`config.mk`:
```
export PLATFORM = sky130hd
export DESIGN_NAME = mmio_uart_tx_arbiter
export DESIGN_NICKNAME = d
export VERILOG_FILES = /design/src/rtl/uart_tx_mmio_pkg.sv /design/src/rtl/rr_arbiter2.sv /design/src/rtl/mmio_uart_tx_arbiter.sv
export SDC_FILE = /design/constraint.sdc
export NUM_CORES = 1
export LEC_CHECK = 0
export CORE_AREA = 3 3 117 119
export CTS_BUF_LIST = sky130_fd_sc_hd__clkbuf_4 sky130_fd_sc_hd__clkbuf_8
export DETAILED_ROUTE_END_ITERATION = 6
export DIE_AREA = 0 0 120 122
export GPL_ROUTABILITY_DRIVEN = 0
export GPL_TIMING_DRIVEN = 1
export PLACE_DENSITY = 0.68
export SLEW_MARGIN = 25
export SYNTH_ARGS = -nofsm -noshare
export SYNTH_HDL_FRONTEND = slang
export SYNTH_SLANG_ARGS = --single-unit
```
`constraint.sdc`:
```
create_clock -name clk -period 2.85 [get_ports clk]
set_input_delay 0.285 -clock clk [delete_from_list [all_inputs] [get_ports clk]]
set_output_delay 0.285 -clock clk [all_outputs]
set_load 0.05 [all_outputs]
```
`src/rtl/uart_tx_mmio_pkg.sv`:
```
// Shared definitions for the UART-TX MMIO block and the arbiter in front of its command port.
// Register map, lock FSM encoding and the command bundle routed through the grant mux.
package uart_tx_mmio_pkg;

    localparam logic [31:0] UART_TX_TAIL_ADDR = 32'h100;
    localparam logic [31:0] UART_TX_HEAD_ADDR = 32'h104;
    localparam int unsigned UART_TX_BUF_WORDS = 64;

    typedef enum logic [1:0] {
        UNLOCKED = 2'd0,
        LOCKED0  = 2'd1,
        LOCKED1  = 2'd2
    } lock_state_e;

    typedef struct packed {
        logic        write;
        logic [31:0] addr;
        logic [31:0] wdata;
    } cmd_t;

endpackage

```
`src/rtl/rr_arbiter2.sv`:
```
// Two-way round-robin grant with a lock override; purely combinational.
// With no request pending the grant rests on the round-robin pointer.
module rr_arbiter2
    import uart_tx_mmio_pkg::*;
(
    input  logic [1:0]  req,
    input  logic        ptr,
    input  lock_state_e lock_state,
    output logic        grant
);

    always_comb begin
        // NOTE: default assignment first so every path drives grant and no latch is inferred.
        grant = ptr;
        case (lock_state)
            LOCKED0: grant = 1'b0;
            LOCKED1: grant = 1'b1;
            default: begin
                if (req == 2'b01) begin
                    grant = 1'b0;
                end else if (req == 2'b10) begin
                    grant = 1'b1;
                end
            end
        endcase
    end

endmodule

```
`src/rtl/mmio_uart_tx_arbiter.sv`:
```
// Shares the UART-TX MMIO command port between the core data port (req0) and the debug print engine (req1).
// Round-robin arbitration, bus lock for atomic pushes with a forced-release timeout, read-response routing.
module mmio_uart_tx_arbiter
    import uart_tx_mmio_pkg::*;
#(
    parameter int unsigned LOCK_MAX_CYCLES = 64
) (
    input  logic        clk,
    input  logic        reset,
    input  logic        req0_cmd_start,
    input  logic        req0_cmd_write,
    input  logic        req0_lock,
    input  logic [31:0] req0_addr,
    input  logic [31:0] req0_wdata,
    output logic        req0_cmd_ready,
    output logic [31:0] req0_rdata,
    output logic        req0_rdata_valid,
    input  logic        req1_cmd_start,
    input  logic        req1_cmd_write,
    input  logic        req1_lock,
    input  logic [31:0] req1_addr,
    input  logic [31:0] req1_wdata,
    output logic        req1_cmd_ready,
    output logic [31:0] req1_rdata,
    output logic        req1_rdata_valid,
    output logic        dev_cmd_start,
    output logic        dev_cmd_write,
    output logic [31:0] dev_addr,
    output logic [31:0] dev_wdata,
    input  logic        dev_cmd_ready,
    input  logic [31:0] dev_rdata,
    output logic        lock_timeout
);

    localparam int CNT_W = $clog2(LOCK_MAX_CYCLES + 1);
    localparam logic [CNT_W-1:0] CNT_LAST = CNT_W'(LOCK_MAX_CYCLES - 1);

    lock_state_e      lock_state;
    logic             rr_ptr;
    logic [CNT_W-1:0] lock_cnt;
    logic             resp_pending;
    logic             resp_owner;

    logic grant_raw;
    logic grant;
    cmd_t cmd0;
    cmd_t cmd1;
    cmd_t cmd_sel;
    logic start_sel;
    logic lock_sel;
    logic accept;
    logic locked;
    logic lock_owner;
    logic owner_lock;
    logic timeout_hit;

    rr_arbiter2 u_rr (
        .req        ({req1_cmd_start, req0_cmd_start}),
        .ptr        (rr_ptr),
        .lock_state (lock_state),
        .grant      (grant_raw)
    );

    // Reset parks the mux on req0 with nothing issued, regardless of the stale pointer.
    assign grant = reset ? 1'b0 : grant_raw;

    assign cmd0 = '{write: req0_cmd_write, addr: req0_addr, wdata: req0_wdata};
    assign cmd1 = '{write: req1_cmd_write, addr: req1_addr, wdata: req1_wdata};

    assign cmd_sel   = grant ? cmd1 : cmd0;
    assign start_sel = grant ? req1_cmd_start : req0_cmd_start;
    assign lock_sel  = grant ? req1_lock : req0_lock;

    assign dev_cmd_start = start_sel & ~reset;
    assign dev_cmd_write = cmd_sel.write;
    assign dev_addr      = cmd_sel.addr;
    assign dev_wdata     = cmd_sel.wdata;

    assign req0_cmd_ready = ~grant & dev_cmd_ready & ~reset;
    assign req1_cmd_ready =  grant & dev_cmd_ready & ~reset;
    assign accept         = dev_cmd_start & dev_cmd_ready;

    assign locked     = (lock_state == LOCKED0) || (lock_state == LOCKED1);
    assign lock_owner = (lock_state == LOCKED1);
    assign owner_lock = lock_owner ? req1_lock : req0_lock;
    // A holder that drops lock in the last cycle releases normally, not by timeout.
    assign timeout_hit  = locked & owner_lock & (lock_cnt == CNT_LAST);
    assign lock_timeout = timeout_hit & ~reset;

    // Device read data is already registered, so routing it adds no latency.
    assign req0_rdata_valid = resp_pending & ~resp_owner & ~reset;
    assign req1_rdata_valid = resp_pending &  resp_owner & ~reset;
    assign req0_rdata       = req0_rdata_valid ? dev_rdata : '0;
    assign req1_rdata       = req1_rdata_valid ? dev_rdata : '0;

    // NOTE: sequential state uses non-blocking assignments so every register samples pre-edge values.
    always_ff @(posedge clk) begin
        if (reset) begin
            lock_state   <= UNLOCKED;
            rr_ptr       <= 1'b0;
            lock_cnt     <= '0;
            resp_pending <= 1'b0;
            resp_owner   <= 1'b0;
        end else begin
            resp_pending <= accept & ~cmd_sel.write;
            if (accept && !cmd_sel.write) begin
                resp_owner <= grant;
            end

            case (lock_state)
                UNLOCKED: begin
                    if (accept) begin
                        if (lock_sel) begin
                            lock_state <= grant ? LOCKED1 : LOCKED0;
                            lock_cnt   <= '0;
                        end else begin
                            rr_ptr <= ~grant;
                        end
                    end
                end
                LOCKED0, LOCKED1: begin
                    if (!owner_lock || timeout_hit) begin
                        lock_state <= UNLOCKED;
                        rr_ptr     <= ~lock_owner;
                    end else begin
                        lock_cnt <= lock_cnt + 1'b1;
                    end
                end
                default: lock_state <= UNLOCKED;
            endcase
        end
    end

endmodule

```
==> results.sh <==
export IMPL_status="finished, final reports clean"
export IMPL_clkPwrFrac_pct=10.5
export IMPL_drt_iter0_markers=99
export IMPL_io_pins=304
export IMPL_synth_xor_xnor_area_share_pct=0
export IMPL_switching_share_pct=44.93
export IMPL_area_growth_pct=227.2
export IMPL_clock_sink_count=12
export IMPL_synth_compound_area_share_pct=10.40
export IMPL_dr_pass1_iters=4
export IMPL_drive_gt1_share_pct=23.13
export IMPL_critical_path_class="flop to output port"
export IMPL_required_ns=2.57
export IMPL_antenna_found_initial=0
export IMPL_grt_setup_unrepaired="no"
export IMPL_yosysTopAreaCell="nand2_1"
export IMPL_rows=41
export IMPL_final_common_cell="nand2_1"
export IMPL_grt_overflow=0
export IMPL_antenna_left=0
export IMPL_wl_per_cell_um=15.25
export IMPL_r2r_start="lock_state[1]$_SDFFE_PP0P_"
export IMPL_root_buffer="clkbuf_8"
export IMPL_clock_skew_final_ns=0.002194
export IMPL_seqPwrFrac_pct=9.4
export IMPL_critical_path_peak_fanout=4
export IMPL_synth_adder_area_share_pct=1.869
export IMPL_antenna_diode_count=0
export IMPL_synthCells=380
export IMPL_syn_area_per_cell_um2=5.285
export IMPL_track_usage_pct=16.29
export IMPL_startpoint="lock_cnt[0]$_SDFFE_PP0P_"
export IMPL_die_area_um2=14640
export IMPL_worstSetupStartpointType="flop"
export IMPL_netlist_top_cells_area="nand2_1 38%, and2_1 20%, dfxtp_1 12%"
export IMPL_yosys_most_used_dff="dfxtp_1"
export IMPL_critPathArrivalTime_ns=2.43
export IMPL_worst_path_largest_cell_delay_ns=0.84
export IMPL_fin_crit_sh_pct=95.29
export IMPL_die_h_um=122
export IMPL_final_nets=843
export IMPL_r2r_cells=8
export IMPL_p_per_area_nw_per_um2=280.8
export IMPL_fmax_ghz=0.3682
export IMPL_finalHoldViolCount=0
export IMPL_muxShareOfSynthArea_pct=1.059
export IMPL_end_kind="output port"
export IMPL_synth_simple_gate_area_share_pct=69.28
export IMPL_clk_pin_slew_worst_paths_ns=0.05
export IMPL_drt_wl_total_mm=12.84
export IMPL_slew_headroom_pct=66.12
export IMPL_initial_core_util_pct=15.85
export IMPL_nFillCells=1147
export IMPL_fp_coreArea_um2=12670
export IMPL_fin_ws_ns=0.1342
export IMPL_cts_htree_levels=1
export IMPL_fin_crit_ns=2.716
export IMPL_grt_pass1_vias=3741
export IMPL_yosys_warnings=0
export IMPL_tightest_slew_ns=0.5067
export IMPL_synthesis_area_um2=2008
export IMPL_ys_types=34
export IMPL_synth_top_family_by_area="simple AND/OR/NAND/NOR gates"
export IMPL_route_vias_total=3620
export IMPL_p_leak_uw=0.002898
export IMPL_grt_max_degree=49
export IMPL_cts_max_path_buffers=2
export IMPL_r2r_slack_ns=0.16
export IMPL_hold_path_class="flop to flop"
export IMPL_dp_worst_setup_slack_ns=0.1029
export IMPL_cp_cell_sequence="ha_1, nand3_1, or3_1, nor3_1, clkdlybuf4s50_1"
export IMPL_peakVddDrop_v=0.0001921
export IMPL_cts_made_buffers=3
export IMPL_synth_top_area_share_pct=38.32
export IMPL_synth_seq_cells=12
export IMPL_slew_viol_final=0
export IMPL_fp_dieW_um=120
export IMPL_grt_pass1_wl_mm=19.46
export IMPL_cp_slowest_cell="clkdlybuf4s50_1"
export IMPL_p_switching_uw=829.0
export IMPL_io_buffers=303
export IMPL_final_cell_mix="205 x nand2_1, 171 x clkdlybuf4s50_1, 128 x buf_12"
export IMPL_r2r_end="lock_cnt[3]$_SDFFE_PP0P_"
export IMPL_intPower_uw=1016
export IMPL_tns_ns=0
export IMPL_vias_per_cell=4.299
export IMPL_drc=0
export IMPL_async_reset_ff_share_pct=0
export IMPL_drv_cap=0
export IMPL_ys_seq_area_share_pct=11.96
export IMPL_synth_edf_count=0
export IMPL_finalSetupViolCount=0
export IMPL_combPwrFrac_pct=80.1
export IMPL_syn_nets=552
export IMPL_dp_hpwl_mm=11.01
export IMPL_cts_tree="built"
export IMPL_endpoint="lock_timeout"
export IMPL_clock_latency_ns=0.25
## per-stage QoR
| step | utilization (%) | std cells | hold slack, ns | cell area, um2 | total power (uW) |
|---|---|---|---|---|---|
| floorplan | - | 380 | 0.4456 | 2008 | 814.3 |
| global placement | 51.31 | 838 | 0.4587 | 6501 | 1646 |
| detailed placement | 51.31 | 838 | 0.4667 | 6501 | 1660 |
| CTS | 51.74 | 842 | 0.4778 | 6556 | 1855 |
| global route | 51.86 | 842 | 0.5038 | 6571 | 1922 |
| finish | 51.86 | 842 | 0.4759 | 6571 | 1845 |
## power groups by stage
stage	logic [uW]	registers [uW]	clock network [uW]
global placement	1470	177	0
detailed placement	1480	177	0
global route	1550	174	198
floorplan	638	176	0
finish	1480	174	193
CTS	1490	174	194
## timing repair
action	in CTS	in global routing
gates resized for setup	0	4
setup endpoints to repair	0	72
hold buffers	0	0
setup buffers	0	0
## layout make-up
type	instances	area [um2]	area share, %
multi-input cells	339	1685	25.65
inverters	5	18.77	0.2856
flip-flops and latches	12	240.2	3.656
well taps	172	215.2	3.275
repair buffers	310	4357	66.30
clock buffers	4	55.05	0.8378
## sequential cells by signal, indices dropped and copies added, names as in the netlist
name and cells:
lock_state 2, resp_owner 1, lock_cnt 7, resp_pending 1
rr_ptr 1
## synth_stat cells, drive strengths merged, types with 2 or more instances
master,instances
nor2b,3
ha,3
clkbuf,22
and3,3
nor3b,3
dfxtp,12
or3,2
a211oi,2
buf,2
o21ai,7
nand4,2
inv,5
nor3,5
a21oi,5
nand2b,2
and2,67
o311ai,2
nand2,205
or4b,2
nor2,9
nand3,3
a32o,4
## worst max-delay path, delay by kind of cell, from the launching register on
kind / cells / cell delay, ns
adder cells (fa/ha/maj): 1 / 0.22
buffers and inverters: 1 / 0.84
flip-flops: 1 / 0.38
AND/OR/NAND/NOR: 3 / 0.74
## routing by layer
layer	share of wire (%)	track usage, %	vias up
met3	11	4.921	19
met2	52	31.16	239
li1	-	-	1774
met4	1.7	3.364	0
met5	0	0	-
met1	34	17.68	1588
## worst min path at each step
stage                              from                  endpoint  depth (start not counted)
3_3_place_gp   lock_cnt[6]$_SDFFE_PP0P_  lock_cnt[6]$_SDFFE_PP0P_                          1
6_report       lock_cnt[6]$_SDFFE_PP0P_  lock_cnt[6]$_SDFFE_PP0P_                          1
5_1_grt        lock_cnt[6]$_SDFFE_PP0P_  lock_cnt[6]$_SDFFE_PP0P_                          1
3_5_place_dp   lock_cnt[6]$_SDFFE_PP0P_  lock_cnt[6]$_SDFFE_PP0P_                          1
2_1_floorplan  lock_cnt[6]$_SDFFE_PP0P_  lock_cnt[6]$_SDFFE_PP0P_                          1
4_1_cts        lock_cnt[6]$_SDFFE_PP0P_  lock_cnt[6]$_SDFFE_PP0P_                          1
## cells by family after synthesis
kind of cell | after synthesis
DFF | 12
muxes | 2
AOI/OAI and AO/OA | 27
buffers and inverters | 29
and+or+nand+nor | 307
adders and majority gates | 3
Power figures use the tool's default switching activity.
